File: src/rtl/mp_add_sequencer_pkg.sv
// Shared definitions for the multi-precision add/subtract sequencer:
// state encoding, word width and the signed-overflow helper.
package mp_add_sequencer_pkg;

  localparam int WIDTH = 16;

  typedef enum logic [1:0] {
    IDLE = 2'd0,
    RUN  = 2'd1,
    DONE = 2'd2
  } state_e;

  // Two's-complement overflow: operands share a sign and the sum's sign differs.
  function automatic logic signed_ovf(input logic a_msb, input logic b_msb, input logic s_msb);
    return (a_msb == b_msb) && (s_msb != a_msb);
  endfunction

endpackage

File: src/rtl/mp_add_sequencer_if.sv
// Command/result bus of the sequencer. A command transfers on a rising clk edge
// with start_valid & start_ready; a result transfers on an edge with res_valid & res_ready.
interface mp_add_sequencer_if #(
  parameter int WORDS = 4
);
  import mp_add_sequencer_pkg::*;

  localparam int DW = WORDS * WIDTH;

  logic          start_valid;
  logic          start_ready;
  logic          sub;
  logic [DW-1:0] op_a;
  logic [DW-1:0] op_b;
  logic          res_valid;
  logic          res_ready;
  logic [DW-1:0] result;
  logic          cout;
  logic          overflow;
  logic          busy;

  modport master (
    output start_valid, sub, op_a, op_b, res_ready,
    input  start_ready, res_valid, result, cout, overflow, busy
  );

  modport slave (
    input  start_valid, sub, op_a, op_b, res_ready,
    output start_ready, res_valid, result, cout, overflow, busy
  );

endinterface

File: src/rtl/mp_word_add.sv
// Combinational 16-bit carry-lookahead adder: four 4-bit lookahead groups
// joined by a second lookahead level across the group generate/propagate terms.
module mp_word_add
  import mp_add_sequencer_pkg::*;
(
  input  logic [WIDTH-1:0] a_i,
  input  logic [WIDTH-1:0] b_i,
  input  logic             cin_i,
  output logic [WIDTH-1:0] sum_o,
  output logic             cout_o
);

  logic [WIDTH-1:0] g;
  logic [WIDTH-1:0] p;
  logic [WIDTH-1:0] c;
  logic [3:0]       gg;
  logic [3:0]       gp;
  logic [4:0]       gc;

  assign g = a_i & b_i;
  assign p = a_i ^ b_i;

  for (genvar k = 0; k < 4; k++) begin : g_grp
    localparam int B = 4 * k;

    assign gg[k] = g[B+3]
                 | (p[B+3] & g[B+2])
                 | (p[B+3] & p[B+2] & g[B+1])
                 | (p[B+3] & p[B+2] & p[B+1] & g[B]);
    assign gp[k] = &p[B +: 4];

    assign c[B]   = gc[k];
    assign c[B+1] = g[B] | (p[B] & gc[k]);
    assign c[B+2] = g[B+1] | (p[B+1] & g[B]) | (p[B+1] & p[B] & gc[k]);
    assign c[B+3] = g[B+2] | (p[B+2] & g[B+1]) | (p[B+2] & p[B+1] & g[B])
                  | (p[B+2] & p[B+1] & p[B] & gc[k]);
  end

  // Group carries are fully expanded so no carry ripples between groups.
  assign gc[0] = cin_i;
  assign gc[1] = gg[0] | (gp[0] & cin_i);
  assign gc[2] = gg[1] | (gp[1] & gg[0]) | (gp[1] & gp[0] & cin_i);
  assign gc[3] = gg[2] | (gp[2] & gg[1]) | (gp[2] & gp[1] & gg[0])
               | (gp[2] & gp[1] & gp[0] & cin_i);
  assign gc[4] = gg[3] | (gp[3] & gg[2]) | (gp[3] & gp[2] & gg[1])
               | (gp[3] & gp[2] & gp[1] & gg[0])
               | (gp[3] & gp[2] & gp[1] & gp[0] & cin_i);

  assign sum_o  = p ^ c;
  assign cout_o = gc[4];

endmodule

File: src/rtl/mp_add_sequencer.sv
// Multi-precision add/subtract controller: one word adder is stepped across
// WORDS words, least significant first, with the carry held in a register.
module mp_add_sequencer
  import mp_add_sequencer_pkg::*;
#(
  parameter int WORDS = 4
) (
  input  logic                      clk,
  input  logic                      rst,
  mp_add_sequencer_if.slave         bus_if,
  output state_e                    state_o
);

  localparam int DW   = WORDS * WIDTH;
  localparam int IDXW = $clog2(WORDS);

  state_e           state_q;
  logic [IDXW-1:0]  idx_q;
  logic             carry_q;
  logic [DW-1:0]    a_q;
  logic [DW-1:0]    b_q;
  logic [DW-1:0]    result_q;
  logic [DW-1:0]    result_d;
  logic             cout_q;
  logic             ovf_q;

  logic [WIDTH-1:0] a_word;
  logic [WIDTH-1:0] b_word;
  logic [WIDTH-1:0] sum_word;
  logic             word_cout;
  logic             last_word;

  always_comb begin
    a_word = '0;
    b_word = '0;
    for (int w = 0; w < WORDS; w++) begin
      if (idx_q == IDXW'(w)) begin
        a_word = a_q[w*WIDTH +: WIDTH];
        b_word = b_q[w*WIDTH +: WIDTH];
      end
    end
  end

  always_comb begin
    result_d = result_q;
    for (int w = 0; w < WORDS; w++) begin
      if (idx_q == IDXW'(w)) result_d[w*WIDTH +: WIDTH] = sum_word;
    end
  end

  assign last_word = (idx_q == IDXW'(WORDS - 1));

  mp_word_add u_word_add (
    .a_i    (a_word),
    .b_i    (b_word),
    .cin_i  (carry_q),
    .sum_o  (sum_word),
    .cout_o (word_cout)
  );

  // b_q holds the effective operand: subtraction is A + ~B + 1.
  always_ff @(posedge clk) begin
    if (rst) begin
      state_q  <= IDLE;
      idx_q    <= '0;
      carry_q  <= 1'b0;
      a_q      <= '0;
      b_q      <= '0;
      result_q <= '0;
      cout_q   <= 1'b0;
      ovf_q    <= 1'b0;
    end else begin
      case (state_q)
        IDLE: begin
          if (bus_if.start_valid) begin
            a_q      <= bus_if.op_a;
            b_q      <= bus_if.sub ? ~bus_if.op_b : bus_if.op_b;
            carry_q  <= bus_if.sub;
            idx_q    <= '0;
            result_q <= '0;
            cout_q   <= 1'b0;
            ovf_q    <= 1'b0;
            state_q  <= RUN;
          end
        end
        RUN: begin
          result_q <= result_d;
          carry_q  <= word_cout;
          idx_q    <= idx_q + IDXW'(1);
          if (last_word) begin
            idx_q   <= '0;
            cout_q  <= word_cout;
            ovf_q   <= signed_ovf(a_word[WIDTH-1], b_word[WIDTH-1], sum_word[WIDTH-1]);
            state_q <= DONE;
          end
        end
        DONE: begin
          if (bus_if.res_ready) state_q <= IDLE;
        end
        default: state_q <= IDLE;
      endcase
    end
  end

  assign bus_if.start_ready = (state_q == IDLE);
  assign bus_if.res_valid   = (state_q == DONE);
  assign bus_if.busy        = (state_q != IDLE);
  assign bus_if.result      = result_q;
  assign bus_if.cout        = cout_q;
  assign bus_if.overflow    = ovf_q;
  assign state_o            = state_q;

endmodule

File: src/flat_wrapper.sv
// flat-port wrapper written by rule: the top's interface ports become plain ports
module mp_add_sequencer_flat import mp_add_sequencer_pkg::*;
#(
  parameter int WORDS = 4
)
  (clk, rst, state_o, bus_if_start_valid, bus_if_sub, bus_if_op_a, bus_if_op_b, bus_if_res_ready, bus_if_start_ready, bus_if_res_valid, bus_if_result, bus_if_cout, bus_if_overflow, bus_if_busy);
  mp_add_sequencer_if #(.WORDS(WORDS)) bus_if_i ();
  input  logic clk;
  input  logic rst;
  output state_e state_o;
  input wire logic [$bits(bus_if_i.start_valid)-1:0] bus_if_start_valid;
  input wire logic [$bits(bus_if_i.sub)-1:0] bus_if_sub;
  input wire logic [$bits(bus_if_i.op_a)-1:0] bus_if_op_a;
  input wire logic [$bits(bus_if_i.op_b)-1:0] bus_if_op_b;
  input wire logic [$bits(bus_if_i.res_ready)-1:0] bus_if_res_ready;
  output wire logic [$bits(bus_if_i.start_ready)-1:0] bus_if_start_ready;
  output wire logic [$bits(bus_if_i.res_valid)-1:0] bus_if_res_valid;
  output wire logic [$bits(bus_if_i.result)-1:0] bus_if_result;
  output wire logic [$bits(bus_if_i.cout)-1:0] bus_if_cout;
  output wire logic [$bits(bus_if_i.overflow)-1:0] bus_if_overflow;
  output wire logic [$bits(bus_if_i.busy)-1:0] bus_if_busy;
  assign bus_if_i.start_valid = bus_if_start_valid;
  assign bus_if_i.sub = bus_if_sub;
  assign bus_if_i.op_a = bus_if_op_a;
  assign bus_if_i.op_b = bus_if_op_b;
  assign bus_if_i.res_ready = bus_if_res_ready;
  assign bus_if_start_ready = bus_if_i.start_ready;
  assign bus_if_res_valid = bus_if_i.res_valid;
  assign bus_if_result = bus_if_i.result;
  assign bus_if_cout = bus_if_i.cout;
  assign bus_if_overflow = bus_if_i.overflow;
  assign bus_if_busy = bus_if_i.busy;
  mp_add_sequencer #(.WORDS(WORDS)) u_core (.clk(clk), .rst(rst), .bus_if(bus_if_i), .state_o(state_o));
endmodule
File: config.mk
export PLATFORM = sky130hd
export DESIGN_NAME = mp_add_sequencer_flat
export DESIGN_NICKNAME = d
export VERILOG_FILES = /design/src/rtl/mp_add_sequencer_pkg.sv /design/src/rtl/mp_add_sequencer_if.sv /design/src/rtl/mp_word_add.sv /design/src/rtl/mp_add_sequencer.sv /design/src/flat_wrapper.sv
export SDC_FILE = /design/constraint.sdc
export NUM_CORES = 1
export LEC_CHECK = 0
export BUFFER_PORTS_ARGS = -buffer_cell sky130_fd_sc_hd__buf_2
export CORE_MARGIN = 10
export CORE_UTILIZATION = 57
export CTS_BUF_LIST = sky130_fd_sc_hd__clkbuf_2 sky130_fd_sc_hd__clkbuf_4 sky130_fd_sc_hd__clkbuf_8
export DETAILED_ROUTE_END_ITERATION = 10
export PLACE_DENSITY_LB_ADDON = 0.08
export SLEW_MARGIN = 20
export SYNTH_ARGS = -nofsm -noshare
export SYNTH_HDL_FRONTEND = slang
export SYNTH_SLANG_ARGS = --single-unit
File: constraint.sdc
create_clock -name clk -period 4.5 [get_ports clk]
set_clock_uncertainty 0.2 [all_clocks]
set_input_delay 0.45 -clock clk [delete_from_list [all_inputs] [get_ports clk]]
set_output_delay 0.45 -clock clk [all_outputs]
set_load 0.005 [all_outputs]
**Word level (Yosys, flattened, before mapping)**

Cells that the tools add are included.

- Add/subtract/negate cells: 1
- Eq/ne operators: 13
- Multiplexer cells: 29
- Bitwise operators: 122
- Reduce and logical (&&, ||, !) cells: 16

Operators by type and width:

| cell | count |
|---|---|
| 2-to-1 mux 16 bit | 12 |
| 2-to-1 mux 64 bit | 2 |
| one-hot mux 64 bit (2 select lines) | 1 |
| AND 1 bit | 72 |
| inverter 64 bit | 1 |
| bitwise OR 1 bit | 46 |
| bitwise XOR 16 bit | 2 |
| AND 16 bit | 1 |
| AND reduction 4 bit | 4 |
| AND reduction 3 bit | 5 |
| 2-to-1 mux 2 bit | 5 |
| inequality test 2 x 1 -> 1 bit (second input constant) | 4 |
| equality test 2 bit (second input constant) | 3 |
| one-hot mux 1 bit (2 select lines) | 3 |
| one-hot mux 2 bit (3 select lines) | 1 |
| equality test 2 x 1 -> 1 bit (second input constant) | 2 |
| logical NOT 2 bit | 2 |
| 2-to-1 mux 1 bit | 4 |
| inequality test 2 bit (second input constant) | 2 |
| one-hot mux 2 bit (2 select lines) | 1 |
| AND reduction 2 bit | 2 |
| nonzero test 2 bit | 2 |
| adder 2 x 1 -> 2 bit (second input constant) | 1 |
| equality test 1 bit | 1 |
| other kinds (2) | 2 |

- Flip-flop bits (word level): 199
- Word-level logic and storage cells: 192

**Depth between registers and ports, before layout**

- Word-level depth: 21
- Gate-level depth with buffers: 20
- Mapped depth without buffers: 18

**By module**

A second synthesis with hierarchy kept.

- Cells, all modules: 1126
- Area total of the unflattened synthesis: 9146.3 um^2

Modules (own cells, without submodules):

| module | times used | cells an instance | area each (um^2) |
|---|---|---|---|
| mp_add_sequencer | 1 | 1046 | 8473.1 |
| mp_word_add | 1 | 80 | 673.1 |

**Worst setup path after synthesis**

No wires, ideal clock.

- Path kind: flip-flop to flip-flop
- Start point: reg u_core.idx_q[0]
- End point: reg u_core.result_q[12] (netlist: u_core.bus_if.result[12])
- Setup time: 0.065 ns
- Data arrival time: 3.775 ns
- Required time: 4.235 ns
- Setup slack: 0.460 ns
- Cell stages (with the launch flop): 20
- Path buffers: 2
- Period minus slack after synthesis: 4.040 ns
- Cell sequence: dfxtp_1 > inv_1 > ha_1 > clkbuf_1 > buf_1 > nand2_1 > nor2_1 > a21oi_1 > nor2_1 > a21oi_1 > o21ai_0 > ha_1 > a211oi_1 > o21bai_2 > a311oi_2 > o21bai_1 > fa_1 > nor2_1 > a21oi_1 > nor2_1

- Cells in the longest elaborated chain, start to end: 17

RTL lines:

| what | line | RTL |
|---|---|---|
| start, declared | mp_add_sequencer.sv:18 | `logic [IDXW-1:0] idx_q;` |
| start signal, assigned | mp_add_sequencer.sv:89 | `idx_q <= idx_q + IDXW'(1);` |
| logical NOT 2 bit | mp_add_sequencer.sv:37, mp_add_sequencer.sv:47 |  |
| 2-to-1 mux 16 bit (4 in series) | mp_add_sequencer.sv:37 | `if (idx_q == IDXW'(w)) begin` |
| bitwise XOR 16 bit or AND 16 bit (tied branches) | mp_word_add.sv:21, mp_word_add.sv:20 |  |
| AND 1 bit, on equally long branches | mp_word_add.sv:27, mp_word_add.sv:28, mp_word_add.sv:29 |  |
| bitwise OR 1 bit, or another cell as far along | mp_word_add.sv:27 | `\| (p[B+3] & g[B+2])` |
| bitwise OR 1 bit or AND 1 bit (tied branches) | mp_word_add.sv:28, mp_word_add.sv:29 |  |
| bitwise OR 1 bit | mp_word_add.sv:29 | `\| (p[B+3] & p[B+2] & p[B+1] & g[B]);` |
| AND 1 bit | mp_word_add.sv:43 | `assign gc[3] = gg[2] \| (gp[2] & gg[1]) \| (gp[2] & gp[1] & gg[0])` |
| bitwise OR 1 bit (2 in series) | mp_word_add.sv:43 |  |
| bitwise OR 1 bit | mp_word_add.sv:44 | `\| (gp[2] & gp[1] & gp[0] & cin_i);` |
| bitwise XOR 16 bit | mp_word_add.sv:49 | `assign sum_o = p ^ c;` |
| 2-to-1 mux 16 bit | mp_add_sequencer.sv:47 | `if (idx_q == IDXW'(w)) result_d[w*WIDTH +: WIDTH] = sum_word;` |
| one-hot mux 64 bit (2 select lines) | mp_add_sequencer.sv:73 | `case (state_q)` |
| end signal, assigned | mp_add_sequencer.sv:87 | `result_q <= result_d;` |
| end, declared | mp_add_sequencer.sv:22 | `logic [DW-1:0] result_q;` |

Parallel ways exist; a longest one is shown, timed or not. The select of a mux whose other input is x is not followed.
A chain may end at the register's enable or synchronous reset.

**Worst setup path after layout**

- Start point: reg u_core.idx_q[1]
- End point: reg u_core.result_q[61] (netlist: u_core.bus_if.result[61])

- Cells in the longest elaborated chain, start to end: 19

RTL lines:

| what | line | RTL |
|---|---|---|
| logical NOT 2 bit | mp_add_sequencer.sv:37 |  |
| 2-to-1 mux 16 bit (4 in series) | mp_add_sequencer.sv:37 |  |
| bitwise XOR 16 bit or AND 16 bit (tied branches) | mp_word_add.sv:21, mp_word_add.sv:20 |  |
| AND 1 bit, on equally long branches | mp_word_add.sv:27, mp_word_add.sv:28, mp_word_add.sv:29 |  |
| bitwise OR 1 bit, or another cell as far along | mp_word_add.sv:27 |  |
| bitwise OR 1 bit or AND 1 bit (tied branches) | mp_word_add.sv:28, mp_word_add.sv:29 |  |
| bitwise OR 1 bit | mp_word_add.sv:29 |  |
| AND 1 bit | mp_word_add.sv:43 |  |
| bitwise OR 1 bit (2 in series) | mp_word_add.sv:43 |  |
| bitwise OR 1 bit | mp_word_add.sv:44 |  |
| AND 1 bit | mp_word_add.sv:33 | `assign c[B+1] = g[B] \| (p[B] & gc[k]);` |
| bitwise OR 1 bit | mp_word_add.sv:33 |  |
| bitwise XOR 16 bit | mp_word_add.sv:49 |  |
| 2-to-1 mux 16 bit | mp_add_sequencer.sv:47 |  |
| one-hot mux 64 bit (2 select lines) | mp_add_sequencer.sv:73 |  |

Parallel ways exist; a longest one is shown, timed or not. The select of a mux whose other input is x is not followed.

==> results.py <==
metrics = {
    "logic_synthesis": {
        "async_reset_ff_frac": 0,
        "synthFlopType": "dfxtp_1",
        "synth_area_per_cell_sq_um": 7.80,
        "synth_area_leaders": "dfxtp_1 42%, nand2_1 9.2%, a21oi_1 8.5%",
        "synth.net_count": 1360,
        "synth_common_cells": "230 x nand2_1, 199 x dfxtp_1, 182 x nor2_1",
        "ys_warn_count": 0,
        "synth_top_area_cell": "dfxtp_1",
        "synth_area_sq_um": 9380,
        "synth_edf_count": 0,
        "synth-seq-cells": 199,
        "ys_seq_area_frac": 0.425,
        "syn_inst": 1203,
        "yosys.area.top_type_share": 0.425,
        "synth_cell_types": 50,
        "yosysMostFrequentCell": "nand2_1",
    },
    "setup_path": {
        "r2r_cells": 18,
        "cp_num_cells": 18,
        "startpoint": "u_core.idx_q[1]",
        "arrival_ns": 4.37,
        "cp-end-kind": "register",
        "cp_num_buf_inv": 2,
        "critPathKind": "register to register",
        "cpMostUsedCell": "nor2_1",
        "path_delay_family": "compound AO/OA/AOI/OAI gates",
        "worst_path_largest_cell_delay_ns": 0.43,
        "critPathRequiredTime_ns": 4.64,
        "cp_slowest_cell": "a221o_2",
        "start_kind": "register",
        "crit_chain": "inv_1 -> ha_2 -> buf_4 -> nor2_1 -> a21oi_1 -> nor2_1 -> a21oi_1 -> o21ai_0 -> ha_1 -> and4_4 -> a221o_2 -> a311oi_2 -> o21bai_1 -> fa_1 -> xor2_1 -> nor2_1 -> a22oi_1 -> nor2_1",
        "path_max_fanout": 40,
        "r2r-start": "u_core.idx_q[1]",
    },
    "detailed_routing": {
        "vias_per_cell": 5.42,
        "drc": 0,
        "wl_met3_microns": 1860,
        "first_pass_iters": 6,
        "dr_wl_met2_microns": 12900,
        "routed.top_layer": "met4",
        "drt_iter0_drc": 620,
        "route.layer.met1.wl_microns": 11400,
        "ant_nets": 0,
        "drt_wl_total_microns": 26700,
        "num_vias": 8657,
        "wl_per_cell_microns": 16.7,
    },
    "floorplanning": {
        "rows": 46,
        "die-width_microns": 148,
        "start_util": 0.586,
        "io_pins": 204,
        "die-height_microns": 148,
        "fp.coreArea_sq_um": 16000,
        "die_area_sq_um": 22000,
    },
    "place": {
        "portBuffers": 203,
        "gp_congestion": 0.874,
        "dp.final_hpwl_microns": 19700,
    },
    "worst_hold_path": {
        "hold_depth": 3,
        "holdCritPathClass": "input port to register",
        "min_from": "bus_if_op_a[3]",
    },
    "clock_tree": {
        "root_buffer": "clkbuf_8",
        "clkTransAtPathRegs_ns": 0.10,
        "cts_tree": "done",
        "cts.path.max_buffers": 2,
        "worstSkewPairLatency_ns": 0.48,
        "ctsHtreeMaxLevel": 4,
        "cts_made_buffers": 17,
        "cts_sinks": 199,
    },
    "timing": {
        "worstMarginPinSlew_ns": 0.974,
        "finalHoldViolCount": 0,
        "slew_headroom": 0.351,
        "period_share": 0.940,
        "finalMaxSlewViolations": 0,
        "fin_tns_setup_ns": 0,
        "finalSetupViolCount": 0,
        "rsz0062_at_grt": "false",
        "post-route-min-period_ns": 4.23,
        "fmax_mhz": 236,
    },
    "power_and_ir_drop": {
        "vdd_drop_max_uv": 229,
        "pwr_density_cell_nw_per_um2": 363,
        "p_leak_nw": 4.63,
    },
    "global_route": {
        "antenna_found_initial": 0,
        "grt_start_max_net_pins": 133,
        "grt_pass1_wl_microns": 42700,
        "grt_use_total": 0.238,
        "grt_pass1_vias": 8440,
        "overflow": 0,
    },
    "job": {
        "drv_cap": 0,
    },
    "final_layout": {
        "multi_input_area_sq_um": 5010,
        "seq_area_sq_um": 3980,
        "synthToLayoutAreaGrowth_pct": 19.3,
        "drive_above_1_share": 0.193,
        "num-nets-final": 1526,
        "final_util": 0.699,
        "antennaDiodeCount": 0,
        "fill_cells": 1416,
    },
    "status": {
        "outcome": "finished, final reports clean",
    },
}
[cells by family (layout without fill, tap and decap cells)]
| kind of cell | count (synthesis) | after routing | share of synthesized area |
|---|---|---|---|
| xor gates and xnor gates | 75 | 75 | 0.0716 |
| and+or+nand+nor | 466 | 466 | 0.204 |
| DFF | 199 | 199 | 0.425 |
| AOI/OAI and AO/OA | 334 | 334 | 0.221 |
| adders and majority gates | 24 | 24 | 0.0352 |
| buffers and inverters | 105 | 282 | 0.0436 |
[worst min-delay path, stage by stage]
cell and delay [ns]:
buf_2 0.09, nand2_1 0.06, a21oi_1 0.05
[path summary, 6_finish.rpt]
check,slack (ns),end
min reg2reg,0.25,u_core.bus_if.result[3]
max,0.27,u_core.bus_if.result[61]
min,0.009,u_core.a_q[3]
max reg2reg,0.27,u_core.bus_if.result[61]
[registers in the layout, indices dropped and copies added, names as in the netlist]
| signal | count |
|---|---|
| u_core.a_q | 64 |
| u_core.carry_q | 1 |
| u_core.bus_if.overflow | 1 |
| u_core.idx_q | 2 |
| u_core.b_q | 64 |
| u_core.state_o | 2 |
| u_core.bus_if.result | 64 |
| u_core.bus_if.cout | 1 |
[power by group]
group	total (mW)	switching (mW)	internal, mW
registers	1.93	0.0630	1.87
clock network	1.36	0.619	0.736
logic	0.771	0.467	0.303
total	4.06	1.15	2.91
[area by class of cell]
cell class              instances  share of cell area
inverters                      11             0.00369
multi-input cells             899               0.448
flip-flops and latches        199               0.356
well taps                     216              0.0242
repair buffers                241               0.126
clock inverters                11              0.0196
clock buffers                  19              0.0228
[repair_timing]
| item | in CTS | in global routing |
|---|---|---|
| hold buffers | 24 | 0 |
| buffers inserted | 0 | 0 |
| resized for setup | 0 | 3 |
| endpoints found under the setup margin | 0 | 8 |
| endpoints found under the hold margin | 24 | 0 |
[per-stage QoR]
| stage | setup slack, ns | total power, mW | std cells | hold slack [ns] | instance area, sq um |
|---|---|---|---|---|---|
| after floorplan | 0.460 | 2.47 | 1203 | 0.236 | 9380 |
| after global placement | 0.342 | 2.71 | 1542 | 0.236 | 10500 |
| after detailed placement | 0.279 | 2.72 | 1542 | 0.241 | 10500 |
| after CTS | 0.281 | 4.07 | 1596 | 0.000519 | 11200 |
| after global routing | 0.00281 | 4.24 | 1596 | 0.00384 | 11200 |
| final | 0.270 | 4.06 | 1596 | 0.00918 | 11200 |
[routing by layer]
layer	global-route usage	vias to the layer above
met2	0.404	282
met5	0	-
met1	0.289	3914
li1	-	4415
met4	0.0738	0
met3	0.0607	46
[layout by cell type, fill, tap and decap left out, types with 6 or more instances in the layout]
cell type and instances:
bufinv_16 6, nand2b_1 9, inv_1 11, a22oi_1 16
clkbuf_8 18, nor3_1 6, ha_1 16, o31ai_1 8
nor2_1 182, a211oi_1 68, dlygate4sd3_1 24, nand2_1 229
dfxtp_1 199, o21ai_0 30, xnor2_1 68, nand3b_1 23
buf_4 12, o21ai_1 8, a21oi_1 160, buf_2 201
Note: power is estimated with default switching activity, not from simulation.
